File: src/rtl/cache_wb_pkg.sv
// Shared widths, entry layout and helpers for the write-back eviction buffer.
package cache_wb_pkg;

   localparam int LINE_SIZE       = 16;
   localparam int LINE_ADDR_WIDTH = 26;
   localparam int NUM_ENTRIES     = 4;
   localparam int LINE_BITS       = LINE_SIZE * 8;
   localparam int WB_PTR_W        = $clog2(NUM_ENTRIES);
   localparam int WB_CNT_W        = $clog2(NUM_ENTRIES + 1);

   typedef struct packed {
      logic [LINE_ADDR_WIDTH-1:0] addr;
      logic [LINE_BITS-1:0]       data;
      logic [LINE_SIZE-1:0]       byteen;
   } wb_entry_t;

   function automatic logic is_clean(input logic [LINE_SIZE-1:0] byteen);
      return (byteen == '0);
   endfunction

endpackage

File: src/rtl/cache_wb_ctrl.sv
// Pointer, occupancy and handshake control for the write-back buffer FIFO.
import cache_wb_pkg::*;

module cache_wb_ctrl (
   input  logic                clk,
   input  logic                reset,
   input  logic                evict_valid,
   input  logic                evict_clean,
   input  logic                mem_req_ready,
   output logic                evict_ready,
   output logic                mem_req_valid,
   output logic                enq,
   output logic                deq,
   output logic [WB_PTR_W-1:0] head,
   output logic [WB_PTR_W-1:0] tail,
   output logic [WB_CNT_W-1:0] count,
   output logic                empty
);

   logic                full;
   logic [WB_CNT_W-1:0] count_next;

   assign full          = (count == WB_CNT_W'(NUM_ENTRIES));
   // Clean lines are always taken: they are dropped and need no slot.
   assign evict_ready   = !full || evict_clean;
   assign enq           = evict_valid && !evict_clean && !full;
   assign mem_req_valid = !empty;
   assign deq           = mem_req_valid && mem_req_ready;

   always_comb begin
      count_next = count;
      case ({enq, deq})
         2'b10:   count_next = count + 1'b1;
         2'b01:   count_next = count - 1'b1;
         default: count_next = count;
      endcase
   end

   always_ff @(posedge clk) begin
      if (reset) begin
         head  <= '0;
         tail  <= '0;
         count <= '0;
         empty <= 1'b1;
      end else begin
         if (enq) tail <= tail + 1'b1;
         if (deq) head <= head + 1'b1;
         count <= count_next;
         empty <= (count_next == '0);
      end
   end

endmodule

File: src/rtl/cache_wb_buffer.sv
// Write-back eviction buffer: entry storage, valid bits and snoop compare.
// Optional snoop comparators are enabled by defining CS_WB_SNOOP_EN.
import cache_wb_pkg::*;

module cache_wb_buffer (
   input  logic                       clk,
   input  logic                       reset,
   input  logic                       evict_valid,
   input  logic [LINE_ADDR_WIDTH-1:0] evict_addr,
   input  logic [LINE_BITS-1:0]       evict_data,
   input  logic [LINE_SIZE-1:0]       evict_byteen,
   output logic                       evict_ready,
   output logic                       mem_req_valid,
   output logic [LINE_ADDR_WIDTH-1:0] mem_req_addr,
   output logic [LINE_BITS-1:0]       mem_req_data,
   output logic [LINE_SIZE-1:0]       mem_req_byteen,
   input  logic                       mem_req_ready,
   input  logic [LINE_ADDR_WIDTH-1:0] snoop_addr,
   output logic                       snoop_hit,
   output logic                       empty,
   output logic [WB_CNT_W-1:0]        count
);

   logic                   enq;
   logic                   deq;
   logic [WB_PTR_W-1:0]    head;
   logic [WB_PTR_W-1:0]    tail;
   logic [NUM_ENTRIES-1:0] valid;
   wb_entry_t              entries [NUM_ENTRIES];

   cache_wb_ctrl u_ctrl (
      .clk           (clk),
      .reset         (reset),
      .evict_valid   (evict_valid),
      .evict_clean   (is_clean(evict_byteen)),
      .mem_req_ready (mem_req_ready),
      .evict_ready   (evict_ready),
      .mem_req_valid (mem_req_valid),
      .enq           (enq),
      .deq           (deq),
      .head          (head),
      .tail          (tail),
      .count         (count),
      .empty         (empty)
   );

   // Payload is never reset; valid bits alone qualify it.
   always_ff @(posedge clk) begin
      if (enq) entries[tail] <= '{addr: evict_addr, data: evict_data, byteen: evict_byteen};
   end

   always_ff @(posedge clk) begin
      if (reset) begin
         valid <= '0;
      end else begin
         if (enq) valid[tail] <= 1'b1;
         if (deq) valid[head] <= 1'b0;
      end
   end

   assign mem_req_addr   = entries[head].addr;
   assign mem_req_data   = entries[head].data;
   assign mem_req_byteen = entries[head].byteen;

`ifdef CS_WB_SNOOP_EN
   always_comb begin
      snoop_hit = 1'b0;
      for (int i = 0; i < NUM_ENTRIES; i++) begin
         if (valid[i] && (entries[i].addr == snoop_addr)) snoop_hit = 1'b1;
      end
   end
`else
   logic unused_snoop;
   assign unused_snoop = ^{snoop_addr, valid};
   assign snoop_hit    = 1'b0;
`endif

endmodule

File: config.mk
export PLATFORM = sky130hd
export DESIGN_NAME = cache_wb_buffer
export DESIGN_NICKNAME = d
export VERILOG_FILES = /design/src/rtl/cache_wb_pkg.sv /design/src/rtl/cache_wb_ctrl.sv /design/src/rtl/cache_wb_buffer.sv
export SDC_FILE = /design/constraint.sdc
export NUM_CORES = 1
export LEC_CHECK = 0
export BUFFER_PORTS_ARGS = -buffer_cell sky130_fd_sc_hd__buf_2
export CORE_MARGIN = 2
export CORE_UTILIZATION = 40
export CTS_CLUSTER_DIAMETER = 50
export DETAILED_ROUTE_END_ITERATION = 6
export HOLD_SLACK_MARGIN = 0.03
export PLACE_DENSITY = 0.6
export SLEW_MARGIN = 20
export SYNTH_ARGS = -nofsm -noshare
export SYNTH_HDL_FRONTEND = slang
export SYNTH_SLANG_ARGS = --single-unit
File: constraint.sdc
create_clock -name clk -period 3.5 [get_ports clk]
set_input_delay 0.7 -clock clk [delete_from_list [all_inputs] [get_ports clk]]
set_output_delay 0.7 -clock clk [all_outputs]
set_load 0.02 [all_outputs]
; After elaboration in Yosys (flattened, before gate mapping)
; Memories as Yosys holds them, arrays and structs flattened. A register that Yosys moved wholly into a read port is not among the register bits.
; Index checks and enable logic that the tools add are counted.
[totals]
regBits = 8
mem_bits_rw = 680
inputBits = 200
output_inout_bits = 177
wordCells = 26
mem_count = 1
[mem_list]
columns = memory, words, word_bits, rd, rd_ports_with_merged_regs, wr, line_no
row1 = entries, 4, 170, 1, 1, 1, cache_wb_buffer.sv:29  ; wb_entry_t entries [NUM_ENTRIES];
[classes]
addsub = 4
eq_ne = 3
muxes = 5
reduce_logical = 9
[ops]
columns = op, n
row1 = $logic_not A16 Y1, 1
row2 = $pmux W3 S2, 1
row3 = $add A2 B1 Y2 const B, 2
row4 = $mux W2, 2
row5 = $add A3 B1 Y3 const B, 1
row6 = $eq A3 B3 Y1 const B, 1
row7 = $logic_and A1 B1 Y1, 3
row8 = $logic_not A1 Y1, 3
row9 = $logic_not A3 Y1, 1
row10 = $sub A3 B1 Y3 const B, 1
row11 = $eq A2 B1 Y1 const B, 1
row12 = $eq A2 B2 Y1 const B, 1
row13 = $mux W1, 2
row14 = $logic_or A1 B1 Y1, 1

; Longest topological paths before layout
[depth]
ltp_word = 7
mapped_depth = 12
ltp_nobuf = 11

; By module
; From an unflattened synthesis, not the netlist that was laid out.
[hier_totals]
cells_unflattened = 944
area_unflattened_um2 = 24976.5
[by_module_without_submodules]
columns = module, n_inst, cells_per_inst, area_per_inst_um2, seq_area_each_um2
row1 = cache_wb_buffer, 1, 900, 24578.6, 20419.6
row2 = cache_wb_ctrl, 1, 44, 397.9, 160.2

; Least setup slack after synthesis
; No wires, ideal clock.
[synth_path]
path_type = input port to flip-flop
from = input evict_byteen[11]
to = memory entries[0][0] (netlist name) (enable)
setup_time_ns = 0.457
arrival_ns = 3.183
t_required_ns = 3.043
setup_slack_ns = -0.140
stages = 5
path_buffers = 1
path_cell_list = nor4_2 > nand4_1 > and3_1 > buf_6 > and2_2
[synth_between]
elab_chain_cells = 6
[synth_rtl]
columns = element, line_no
row1 = "start, declared", cache_wb_buffer.sv:11  ; input logic [LINE_SIZE-1:0] evict_byteen,
row2 = $logic_not A16 Y1, cache_wb_pkg.sv:18  ; return (byteen == '0);
row3 = $logic_not A1 Y1, cache_wb_ctrl.sv:26  ; assign enq = evict_valid && !evict_clean && !full;
row4 = $logic_and A1 B1 Y1 (2 in a row), cache_wb_ctrl.sv:26
row5 = $mux W1, cache_wb_buffer.sv:49  ; if (enq) entries[tail] <= '{addr: evict_addr, data: evict_data, byteen: evict_byteen};
row6 = $mux W1 (not written as such), cache_wb_buffer.sv:49
row7 = "end, declared", cache_wb_buffer.sv:29
; No other way between the ends.

==> flow_summary.toml <==
[drt]
firstDrtPassIters = 6
dr.first_iter.drc_count = 694
vias = 11424
vias_per_cell = 5.006
ant_nets = 0
routed_wirelength_um = 50340
avgRoutedWirePerCell_um = 22.06
route.detailed.drc = 0

[clocking]
htree_levels = 3
cts-buffers-inserted = 79
cts_tree = "done"
clkTransAtPathRegs_ns = 0.06
clkSinkCount = 690
cts.repair.resized = 0
hold_buffers = 0
clockRootBuffer = "clkbuf_16"
clockBufferDepth = 3
cts_setup_buffers = 0
clk_latency_ns = 0.63

[floorplan]
ios = 377
start_util_pct = 40.56
die_area_mm2 = 0.06471
rows = 91
die_w_um = 254.4
die_y_um = 254.4
core-area_mm2 = 0.06183

[logic_synthesis]
netlist_area_mm2 = 0.02508
netlist-cell-type-count = 28
yosys.area.top_type = "edfxtp_1"
ys_ff_latch = 690
async_reset_ff_share_pct = 0
synth_edf_count = 680
synth_most_common_cell = "edfxtp_1"
synthFlopType = "edfxtp_1"
seq_area_frac_synth_pct = 82.23
synth_fp_nets = 1157
ys_warn_count = 0
synth_area_leaders = "edfxtp_1 (81%), mux4_2 (15%), dfxtp_1 (0.80%), buf_6 (0.54%), buf_2 (0.38%)"
syn_inst = 951
syn_area_per_cell_um2 = 26.37
yosys.area.top_type_share_pct = 81.43
yosys-top-cells-count = "edfxtp_1 (680), mux4_2 (170), buf_2 (19)"

[power_and_ir_drop]
p_leak_nw = 10.26
max-vdd-ir-drop_v = 0.0004578
cellPowerDensity_mw_per_mm2 = 717.4

[cells_and_area]
drive_gt1_share_pct = 47.78
instances_no_fill = 2282
fin_area_mm2 = 0.03080
nNetsFinal = 1585
area_growth_pct = 22.84
fillers = 4966

[global_routing]
grt_max_degree = 59
antenna_found_initial = 16
grt-ovfl-total = 0
grt_pass1_vias = 12111
grt_usage_pct = 15.51
grt_pass1_wl_um = 74710

[sta]
rsz0062_at_grt = "no"
slew_headroom_pct = 43.17
skew_ns = 0.02614
fin_ws_ns = 0.3959
slew_violations = 0
tightest_slew_ns = 0.8524
setup_viol_count_final = 0
hold_viol = 0
finalCriticalPeriod_ns = 3.104
max_freq_ghz = 0.3222
fin_crit_sh_pct = 88.69

[place]
dpl.hpwl_um = 31050
dp.cells = 2135
post-place-ws_ns = 0.4030
dpl-instance-area_mm2 = 0.02819
place.gp.congestion = 0.7485
port_buffers = 349

[setup_path]
cp-end-kind = "output pin"
crit_fanout = 20
crit_required_ns = 2.80
critPathLaunchType = "flip-flop"
crit_type = "reg -> out"
worst_ep_arrival_time_ns = 2.40
reg2reg_slack_ns = 1.17

[run_status]
status = "completed"

[hold_path]
hold_class = "in -> reg"

[job]
drv_cap = 0
-- cells in the final DEF (no fill, tap or decap), drive strengths merged --
cell      netlist  layout
mux2            1       1
buf            32     388
xor2            3       3
nand3           1       1
dfxtp          10      10
clkbuf          9      88
xnor2           1       1
mux2i           1       1
nor4            4       4
clkinv          0      36
ha              5       5
nand4           1       1
diode           0       5
a21oi           2       2
or3             1       1
inv             7      13
nand2           2       2
fa              1       1
and3            1       1
clkinvlp        0       5
and2            4       4
mux4          170     170
nor2b           1       1
edfxtp        680     680
conb            1       1
nor3            1       1
o21ai           1       1
bufinv          0       7
nand2b          2       2
nor2            9       9
-- state kept, by name, indices dropped and copies added, names as in the netlist, named ones only --
name and count:
u_ctrl.tail 2, entries 680, u_ctrl.empty 1, u_ctrl.count 3, u_ctrl.head 2
-- cells by family (layout without fill, tap and decap cells) --
family | Yosys count | in the layout | share of synthesized area, %
DFF | 690 | 690 | 82.23
adders and majority gates | 6 | 6 | 0.3293
buffers and inverters | 48 | 537 | 1.188
xor gates and xnor gates | 4 | 4 | 0.1397
and+or+nand+nor | 27 | 27 | 0.6736
other | 1 | 6 | 0.01495
muxes | 172 | 172 | 15.37
AOI/OAI and AO/OA | 3 | 3 | 0.05986
-- through the flow --
stage	power [mW]	hold WS, ns	TNS, ns	util, %
after CTS	22.43	0.2401	0	49.80
after global placement	14.29	0.4988	0	45.60
final	22.10	0.2902	0	49.82
after detailed placement	14.35	0.5248	0	45.60
after floorplan	12.84	0.4820	-95.13	-
after global routing	23.01	0.2595	0	49.81
-- path summary, 6_finish.rpt --
kind,end,cells past startpoint,startpoint
max,mem_req_data[1],4,flip-flop
min,entries[0][117],1,evict_data[101]
max reg2reg,entries[0][131],6,u_ctrl.count[0]
min reg2reg,flip-flop,2,u_ctrl.head[1]
-- cell type report --
type | count | area (um^2) | share of cell area, %
inverter | 7 | 26.28 | 0.08530
tap | 837 | 1047 | 3.400
clock inverter | 54 | 589.3 | 1.913
timing repair buffer | 388 | 2327 | 7.555
antenna | 5 | 12.51 | 0.04062
multi-input combinational | 213 | 4164 | 13.52
sequential | 690 | 20630 | 66.96
clock buffer | 88 | 2011 | 6.527
-- where the power goes --
group / internal (mW) / switching [mW] / total, mW
logic: 1.67 / 2.38 / 4.05
clock network: 4.73 / 3.30 / 8.03
registers: 9.84 / 0.182 / 10.0
total: 16.2 / 5.85 / 22.1
-- metal layers --
layer  up-vias  GRT usage, %  part of all wire [%]
met5         -             0                  0.32
met4        26         5.227                   2.0
met3       101         5.930                   9.0
met2       355         24.31                    48
met1      5937         19.93                    41
li1       5005             -                     -
-- critical path, stage by stage (launching register included) --
cell     delay (ns)
dfxtp_4        0.53
buf_12         0.28
buf_12         0.20
mux4_2         0.54
buf_2          0.19
Power figures use the tool's default switching activity.
